[config.mk]
export PLATFORM = sky130hd
export DESIGN_NAME = button_debouncer
export DESIGN_NICKNAME = d
export VERILOG_FILES = /design/src/rtl/button_debouncer.sv
export SDC_FILE = /design/constraint.sdc
export NUM_CORES = 1
export LEC_CHECK = 0
export BUFFER_PORTS_ARGS = -buffer_cell sky130_fd_sc_hd__clkbuf_2
export CAP_MARGIN = 20
export CORE_MARGIN = 2
export CORE_UTILIZATION = 55
export CTS_BUF_LIST = sky130_fd_sc_hd__clkbuf_4
export CTS_CLUSTER_SIZE = 16
export DETAILED_ROUTE_END_ITERATION = 10
export PLACE_DENSITY_LB_ADDON = 0.12
export SLEW_MARGIN = 10
export SYNTH_ARGS = -nofsm -noshare
export SYNTH_HDL_FRONTEND = slang
export SYNTH_SLANG_ARGS = --single-unit
[constraint.sdc]
create_clock -name i_clk -period 3.5 [get_ports i_clk]
set_clock_uncertainty 0.05 [all_clocks]
set_input_delay 0 -clock i_clk [delete_from_list [all_inputs] [get_ports i_clk]]
set_output_delay 0 -clock i_clk [all_outputs]
set_load 0.01 [all_outputs]
[src/rtl/button_debouncer.sv]
// Push-button conditioner: per-channel 2-flop synchroniser, integrating debounce
// filter and registered rise/fall pulses. Sticky press flags exist only when BTN_STICKY_EN is defined.
module button_debouncer #(
    parameter int NUM_BTN         = 4,
    parameter int DEBOUNCE_CYCLES = 500000,
    parameter int CNT_W           = 20,
    parameter bit ACTIVE_LOW      = 1'b0
) (
    input  logic               i_clk,
    input  logic               i_rst,
    input  logic [NUM_BTN-1:0] i_btn_raw,
    input  logic [NUM_BTN-1:0] i_clr_sticky,
    output logic [NUM_BTN-1:0] o_btn_level,
    output logic [NUM_BTN-1:0] o_btn_rise,
    output logic [NUM_BTN-1:0] o_btn_fall,
    output logic [NUM_BTN-1:0] o_btn_sticky
);

    typedef enum logic {
        ST_STABLE   = 1'b0,
        ST_SETTLING = 1'b1
    } state_t;

    localparam logic [CNT_W-1:0] CNT_LAST = CNT_W'(DEBOUNCE_CYCLES - 1);
    localparam logic [CNT_W-1:0] CNT_ONE  = CNT_W'(1);

    logic [NUM_BTN-1:0] r_sync1;
    logic [NUM_BTN-1:0] r_sync2;
    logic [NUM_BTN-1:0] w_polarity;

    assign w_polarity = {NUM_BTN{ACTIVE_LOW}};

    // Polarity is normalised at the first flop so everything downstream sees 1 = pressed.
    // NOTE: sequential state uses non-blocking assignments so every flop samples pre-edge values.
    always_ff @(posedge i_clk or posedge i_rst) begin
        if (i_rst) begin
            r_sync1 <= '0;
            r_sync2 <= '0;
        end else begin
            r_sync1 <= i_btn_raw ^ w_polarity;
            r_sync2 <= r_sync1;
        end
    end

    for (genvar g = 0; g < NUM_BTN; g++) begin : g_btn
        state_t           r_state;
        state_t           w_state_nxt;
        logic [CNT_W-1:0] r_cnt;
        logic [CNT_W-1:0] w_cnt_nxt;
        logic             r_level;
        logic             w_level_nxt;
        logic             r_rise;
        logic             w_rise_nxt;
        logic             r_fall;
        logic             w_fall_nxt;

        always_ff @(posedge i_clk or posedge i_rst) begin
            if (i_rst) begin
                r_state <= ST_STABLE;
                r_cnt   <= '0;
                r_level <= 1'b0;
                r_rise  <= 1'b0;
                r_fall  <= 1'b0;
            end else begin
                r_state <= w_state_nxt;
                r_cnt   <= w_cnt_nxt;
                r_level <= w_level_nxt;
                r_rise  <= w_rise_nxt;
                r_fall  <= w_fall_nxt;
            end
        end

        // NOTE: every signal driven here gets a default first so no latch is inferred.
        always_comb begin
            w_state_nxt = r_state;
            w_cnt_nxt   = r_cnt;
            w_level_nxt = r_level;
            w_rise_nxt  = 1'b0;
            w_fall_nxt  = 1'b0;
            case (r_state)
                ST_STABLE: begin
                    w_cnt_nxt = '0;
                    if (r_sync2[g] != r_level) begin
                        w_state_nxt = ST_SETTLING;
                        w_cnt_nxt   = CNT_ONE;
                    end
                end
                ST_SETTLING: begin
                    if (r_sync2[g] == r_level) begin
                        w_state_nxt = ST_STABLE;
                        w_cnt_nxt   = '0;
                    end else if (r_cnt >= CNT_LAST) begin
                        // Accept the new level; the >= compare keeps the counter from ever wrapping.
                        w_state_nxt = ST_STABLE;
                        w_cnt_nxt   = '0;
                        w_level_nxt = r_sync2[g];
                        w_rise_nxt  = r_sync2[g];
                        w_fall_nxt  = ~r_sync2[g];
                    end else begin
                        w_cnt_nxt = r_cnt + CNT_ONE;
                    end
                end
                default: begin
                    w_state_nxt = ST_STABLE;
                    w_cnt_nxt   = '0;
                end
            endcase
        end

        assign o_btn_level[g] = r_level;
        assign o_btn_rise[g]  = r_rise;
        assign o_btn_fall[g]  = r_fall;

`ifdef BTN_STICKY_EN
        logic r_sticky;

        // A press arriving with a clear must not be lost, so set has priority.
        always_ff @(posedge i_clk or posedge i_rst) begin
            if (i_rst) begin
                r_sticky <= 1'b0;
            end else if (r_rise) begin
                r_sticky <= 1'b1;
            end else if (i_clr_sticky[g]) begin
                r_sticky <= 1'b0;
            end
        end

        assign o_btn_sticky[g] = r_sticky;
`else
        assign o_btn_sticky[g] = 1'b0;
`endif
    end

`ifndef BTN_STICKY_EN
    logic w_unused_clr;
    assign w_unused_clr = ^i_clr_sticky;
`endif

endmodule

==> qor.yml, run 1 <==
startpoint_type: "flip-flop"
grt_overflow_total: 0
grt_busiest_layer: "met2"
met1_usage_pct: 27.2
drtIter0Drc: 151
cp_max_fo: 8
synthDistinctLibCells: 38
period_minus_slack_ns: 2.37
antenna_left: 0
diodes: 0
synth_edf_count: 0
p_comb_share_pct: 16.2
met3_usage_pct: 3.09
area_delta_synth_final_pct: 6.32
hp-class: "primary input to asynchronous set/reset pin"
cts_sinks: 104
multi_input_area_sq_um: 2180
clockRootBuffer: "clkbuf_4"
relSlewSlack_pct: 49.0
numCtsBuffers: 9
yosys_register_bits: 104
critPathCaptureType: "flip-flop"
die_h_um: 99.2
via_per_inst: 5.75
route.vias.total: 3661
max_slew.worst_pin.slew_ns: 0.762
routed_wl_um: 9080
drc: 0
fp.dieW_um: 99.2
ctsLongestPathBuffers: 2
drt-wirelength-per-cell_um: 14.3
met2_usage_pct: 31.8
rrSetupSlack_ns: 1.13
n_fill_cell: 752
layout.nets: 538
vdd_drop_max_v: 0.000260
crit_arrival_ns: 2.69
seqPwrFrac_pct: 58.0
dp_cells: 616
netlist_instances: 505
die-area_sq_um: 9850
core_sq_um: 8760
slew_violations: 0
final_common_cell: "dfrtp_1"
grtUsageTotal_pct: 19.6
num_io_pins: 26
floorplan.initialDensity_pct: 56.9
hold_ws_ns: 0.131
fin_tns_setup_ns: 0
fmax_mhz: 423
p_sw_uw: 730
synth_area_per_cell_sq_um: 9.88
htree_num_levels: 3
grt_start_max_net_pins: 53
powerDensity_nw_per_um2: 454
syn_area_sq_um: 4990
dp_hpwl_um: 6250
ys_seq_area_share_pct: 52.2
drive_gt1_share_pct: 9.45
ys.flop_type: "dfrtp_1"
grt_pass1_vias: 3562
worstPathRequired_ns: 3.82
ff_latch_area_sq_um: 2600
grt_pass1_wl_um: 15900
placed_area_sq_um: 5110
async_reset_ff_share_pct: 100
rsz0062_at_grt: "no"
final_cell_mix: "dfrtp_1, nor2_1, xnor2_1"
clk_pin_slew_ns: 0.16
setup_viol: 0
synth_top_cell_area_share_pct: 52.2
cap_violations: 0
power.total_mw: 2.41
firstDrtPassIters: 4
status: "complete, no violations"
post-route-period-util_pct: 67.6
p_sw_share_pct: 30.3
yosys-top-cells-area: "dfrtp_1, xnor2_1, nor2_1"
yosysTopAreaCell: "dfrtp_1"
port_buffers: 17
cts_tree: "done"
final-hold-violation-count: 0
clockPowerShare_pct: 25.8
clkLatencyLatePin_ns: 0.44
gp_congestion: 0.800
stdcell_count: 637
p_leak_nw: 2.10
rows: 34
antenna_found_initial: 0
p_int_mw: 1.68
path_class: "flip-flop to flip-flop"
yosysWarnings: 0
fin_area_sq_um: 5300
[per-layer routing]
layer | up-vias | routed length (um)
li1 | 1800 | -
met1 | 1810 | 4430
met2 | 44 | 4350
met3 | 7 | 227
met4 | 0 | 76
met5 | - | 0
[stage by stage]
step                      util [%]  setup slack, ns
after floorplan                  -            0.718
after detailed placement      58.4             1.18
after global placement        58.4             1.22
after global routing          60.5            0.992
final                         60.5             1.13
after CTS                     60.5             1.11
[critical path, stage by stage, from the launching register on]
cell	delay (ns)
dfrtp_1	0.47
ha_1	0.27
nand3_1	0.17
or4_1	0.68
or4_1	0.51
a21oi_1	0.15
[layout make-up]
class	count	share of cell area, %
clock buffers	11	1.56
clock inverters	5	1.09
inverters	20	1.46
multi-input cells	362	41.0
flip-flops and latches	104	49.1
well taps	108	2.55
repair buffers	27	3.26
[registers in the layout (all words and copies together), names as in the netlist]
register and count:
g_btn.r_cnt 80, g_btn.r_level 4, g_btn.r_state 4, g_btn.r_rise 4, r_sync1 4, g_btn.r_fall 4
r_sync2 4
[power by group through the flow]
| stage | Clock [mW] | Combinational [mW] | Sequential (mW) |
|---|---|---|---|
| 5_1_grt | 0.696 | 0.442 | 1.41 |
| 3_5_place_dp | 0 | 0.393 | 1.42 |
| 4_1_cts | 0.648 | 0.399 | 1.40 |
| 6_report | 0.622 | 0.392 | 1.40 |
| 3_3_place_gp | 0 | 0.382 | 1.41 |
| 2_1_floorplan | 0 | 0.335 | 1.39 |
[kinds of logic (layout without fill, tap and decap cells)]
kind of cell    Yosys count  count (layout)  synth area share, %
fa+ha+maj                 4               4                 1.00
buf+inv                  46              63                 4.74
other cells               1               8               0.0752
simple gates            224             224                 23.5
compound gates           72              72                 9.08
xor+xnor                 54              54                 9.48
flops                   104             104                 52.2
[timing repair]
item                       4_1_cts  5_1_grt
hold endpoints to repair        54        0
setup endpoints to repair        0        0
hold buffers                     5        0
resized for setup                0        0
setup buffers                    0        0
[cells in the mapped netlist (all sizes together) (16+ instances only)]
master  number
o21ai       16
buf         19
xnor2       40
nand3       28
nor2        68
or3         17
nand2       24
a21oi       25
nor3        16
inv         20
dfrtp      104
nand4       17
[worst paths after layout]
| path | start | end | cells past startpoint |
|---|---|---|---|
| hold reg to reg | r_sync1[1] | r_sync2[1] | 0 |
| min in group i_clk | i_btn_raw[2] | r_sync1[2] | 2 |
| max in group asynchronous | i_rst | g_btn[3].r_cnt[18] | 4 |
| hold / removal | i_rst | g_btn[3].r_state | 3 |
| setup / recovery | g_btn[2].r_cnt[0] | g_btn[2].r_cnt[18] | 5 |
| setup reg to reg | g_btn[2].r_cnt[0] | g_btn[2].r_cnt[18] | 5 |
Power figures use the tool's default switching activity.
==> run 2: changes to the inputs <==
- clock period: 3.5 -> 2.1 ns (I/O delays scaled with it)
==> run 2 against run 1 <==
Against the previous run: core utilization is 1.7 points higher; global-route usage up 0.46 points; critical path depth did not move; first-iteration DRC count decreased by 11%; sequential share of layout area down 1.3 points; sequential power is 66% higher; non-clock buffer count rose by 14; largest power group unchanged; highest routed layer unchanged.
==> qor.yml, run 2 (synthesis gave the netlist of run 1 again) <==
status: "complete, no violations"
max_stage_delay_ns: 0.59
clockRootBuffer: "clkbuf_4"
grt_start_max_net_pins: 54
worst_slack_ns: 0.0824
clk_pin_slew_ns: 0.16
fmax_mhz: 496
diodes: 0
port_buffers: 17
worstPathRequired_ns: 2.43
setup_viol: 0
routed_wl_um: 9020
die-area_sq_um: 9850
critPathCaptureType: "flip-flop"
drt-wirelength-per-cell_um: 13.9
hp-class: "primary input to asynchronous set/reset pin"
grtUsageTotal_pct: 20.0
drc: 0
cts_sinks: 104
numCtsBuffers: 9
grt_pass1_wl_um: 16100
dp_cells: 630
cp_slowest_cell: "or4_4"
startpoint_type: "flip-flop"
crit_arrival_ns: 2.35
gp_congestion: 0.854
largest_reg_flops: 80
grt_pass1_vias: 3616
firstDrtPassIters: 4
core_sq_um: 8760
max_slew.worst_pin.slew_ns: 0.584
final-hold-violation-count: 0
fp.dieW_um: 99.2
floorplan.initialDensity_pct: 56.9
rows: 34
post-route-period-util_pct: 96.1
powerDensity_nw_per_um2: 744
drive_gt1_share_pct: 12.7
path_buf_inv: 0
slew_violations: 0
cap_violations: 0
n_fill_cell: 743
grt_overflow_total: 0
path_class: "flip-flop to flip-flop"
cp_max_fo: 8
final_cell_mix: "dfrtp_1, nor2_1, xnor2_1"
dp_hpwl_um: 6220
crit_chain: "ha_2 -> nand3_2 -> or4_4 -> or4_4 -> a21oi_2"
via_per_inst: 5.65
regMostFlops: "g_btn.r_cnt"
dp_slack_ns: 0.0260
crit_family: "simple AND/OR/NAND/NOR gates"
final_common_cell: "dfrtp_1"
period_minus_slack_ns: 2.02
route.vias.total: 3676
drtIter0Drc: 134
htree_num_levels: 3
antenna_left: 0
area_delta_synth_final_pct: 9.31
num_io_pins: 26
relSlewSlack_pct: 61.0
die_h_um: 99.2
cts_post_setup_buffers_inserted: 0
cts_tree: "done"
antenna_found_initial: 0
stdcell_count: 651
vdd_drop_max_v: 0.000590
ctsLongestPathBuffers: 2
cp_common_cell: "or4_4"
clkLatencyLatePin_ns: 0.44
p_leak_nw: 2.18
layout.nets: 552
run 2: cell count changes in the layout (fill, tap and decap cells not counted), moves of 2 or more:
| cell | delta |
|---|---|
| clkinv_1 | +2 |
| or3_2 | -2 |
| buf_4 | +13 |
| inv_6 | +2 |
| a21oi_1 | -3 |
| or3_4 | +2 |
| or4_4 | +2 |
| clkbuf_4 | -2 |
| or4_1 | -2 |
| clkinvlp_4 | -2 |
| a21oi_2 | +3 |
run 2: where the power goes:
group / total [mW] / switching [mW] / internal, mW
registers: 2.32 / 0.154 / 2.16
logic: 0.713 / 0.429 / 0.284
clock network: 1.02 / 0.659 / 0.366
run 2: worst register-to-register path, stage by stage, from the launching register on:
cell and delay (ns):
dfrtp_1 0.42, ha_2 0.21, nand3_2 0.08, or4_4 0.60
or4_4 0.50, a21oi_2 0.12
run 2: cell type report:
class / count / area, sq um / share of cell area [%]
clock buffer: 9 / 67.6 / 1.24
clock inverter: 7 / 68.8 / 1.26
multi-input combinational: 362 / 2210 / 40.5
sequential: 104 / 2600 / 47.7
timing repair buffer: 41 / 290 / 5.32
inverter: 20 / 78.8 / 1.45
tap: 108 / 135 / 2.48
run 2: final timing paths:
kind                                   start            endpoint  slack [ns]  cells past startpoint
max                        g_btn[2].r_cnt[1]  g_btn[2].r_cnt[18]        0.08                      5
min reg2reg                       r_sync1[1]          r_sync2[1]        0.31                      0
max reg2reg                g_btn[2].r_cnt[1]  g_btn[2].r_cnt[18]        0.08                      5
min in group i_clk              i_btn_raw[3]          r_sync1[3]        0.16                      2
min                                    i_rst   g_btn[3].r_cnt[5]        0.08                      3
max in group asynchronous              i_rst  g_btn[1].r_cnt[18]        1.19                      4
run 2: per-stage QoR:
| stage | utilization [%] | hold WS [ns] | power, mW | area [sq um] | setup TNS [ns] |
|---|---|---|---|---|---|
| 2_1_floorplan | - | -0.0186 | 2.88 | 5020 | 0 |
| 3_3_place_gp | 59.7 | 0.0313 | 3.04 | 5230 | 0 |
| 3_5_place_dp | 59.7 | 0.0373 | 3.06 | 5230 | 0 |
| 4_1_cts | 61.9 | 0.0691 | 4.11 | 5420 | 0 |
| 5_1_grt | 62.2 | 0.0921 | 4.32 | 5450 | -0.0147 |
| 6_report | 62.2 | 0.0791 | 4.06 | 5450 | 0 |
run 2: timing repair:
| item | CTS | global route |
|---|---|---|
| pin swaps | 0 | 3 |
| gates resized for setup | 1 | 8 |
| endpoints found under the hold margin | 82 | 0 |
| setup endpoints to repair | 1 | 3 |
| hold buffers | 5 | 0 |
run 2: routing by layer:
metal	routed length, um	GRT usage [%]	share of wire [%]	vias to the layer above
met5	0	0	0	-
met4	90	5.27	1.0	0
met3	252	5.20	2.8	8
met2	4240	32.5	47	38
met1	4430	27.1	49	1785
li1	-	-	-	1845
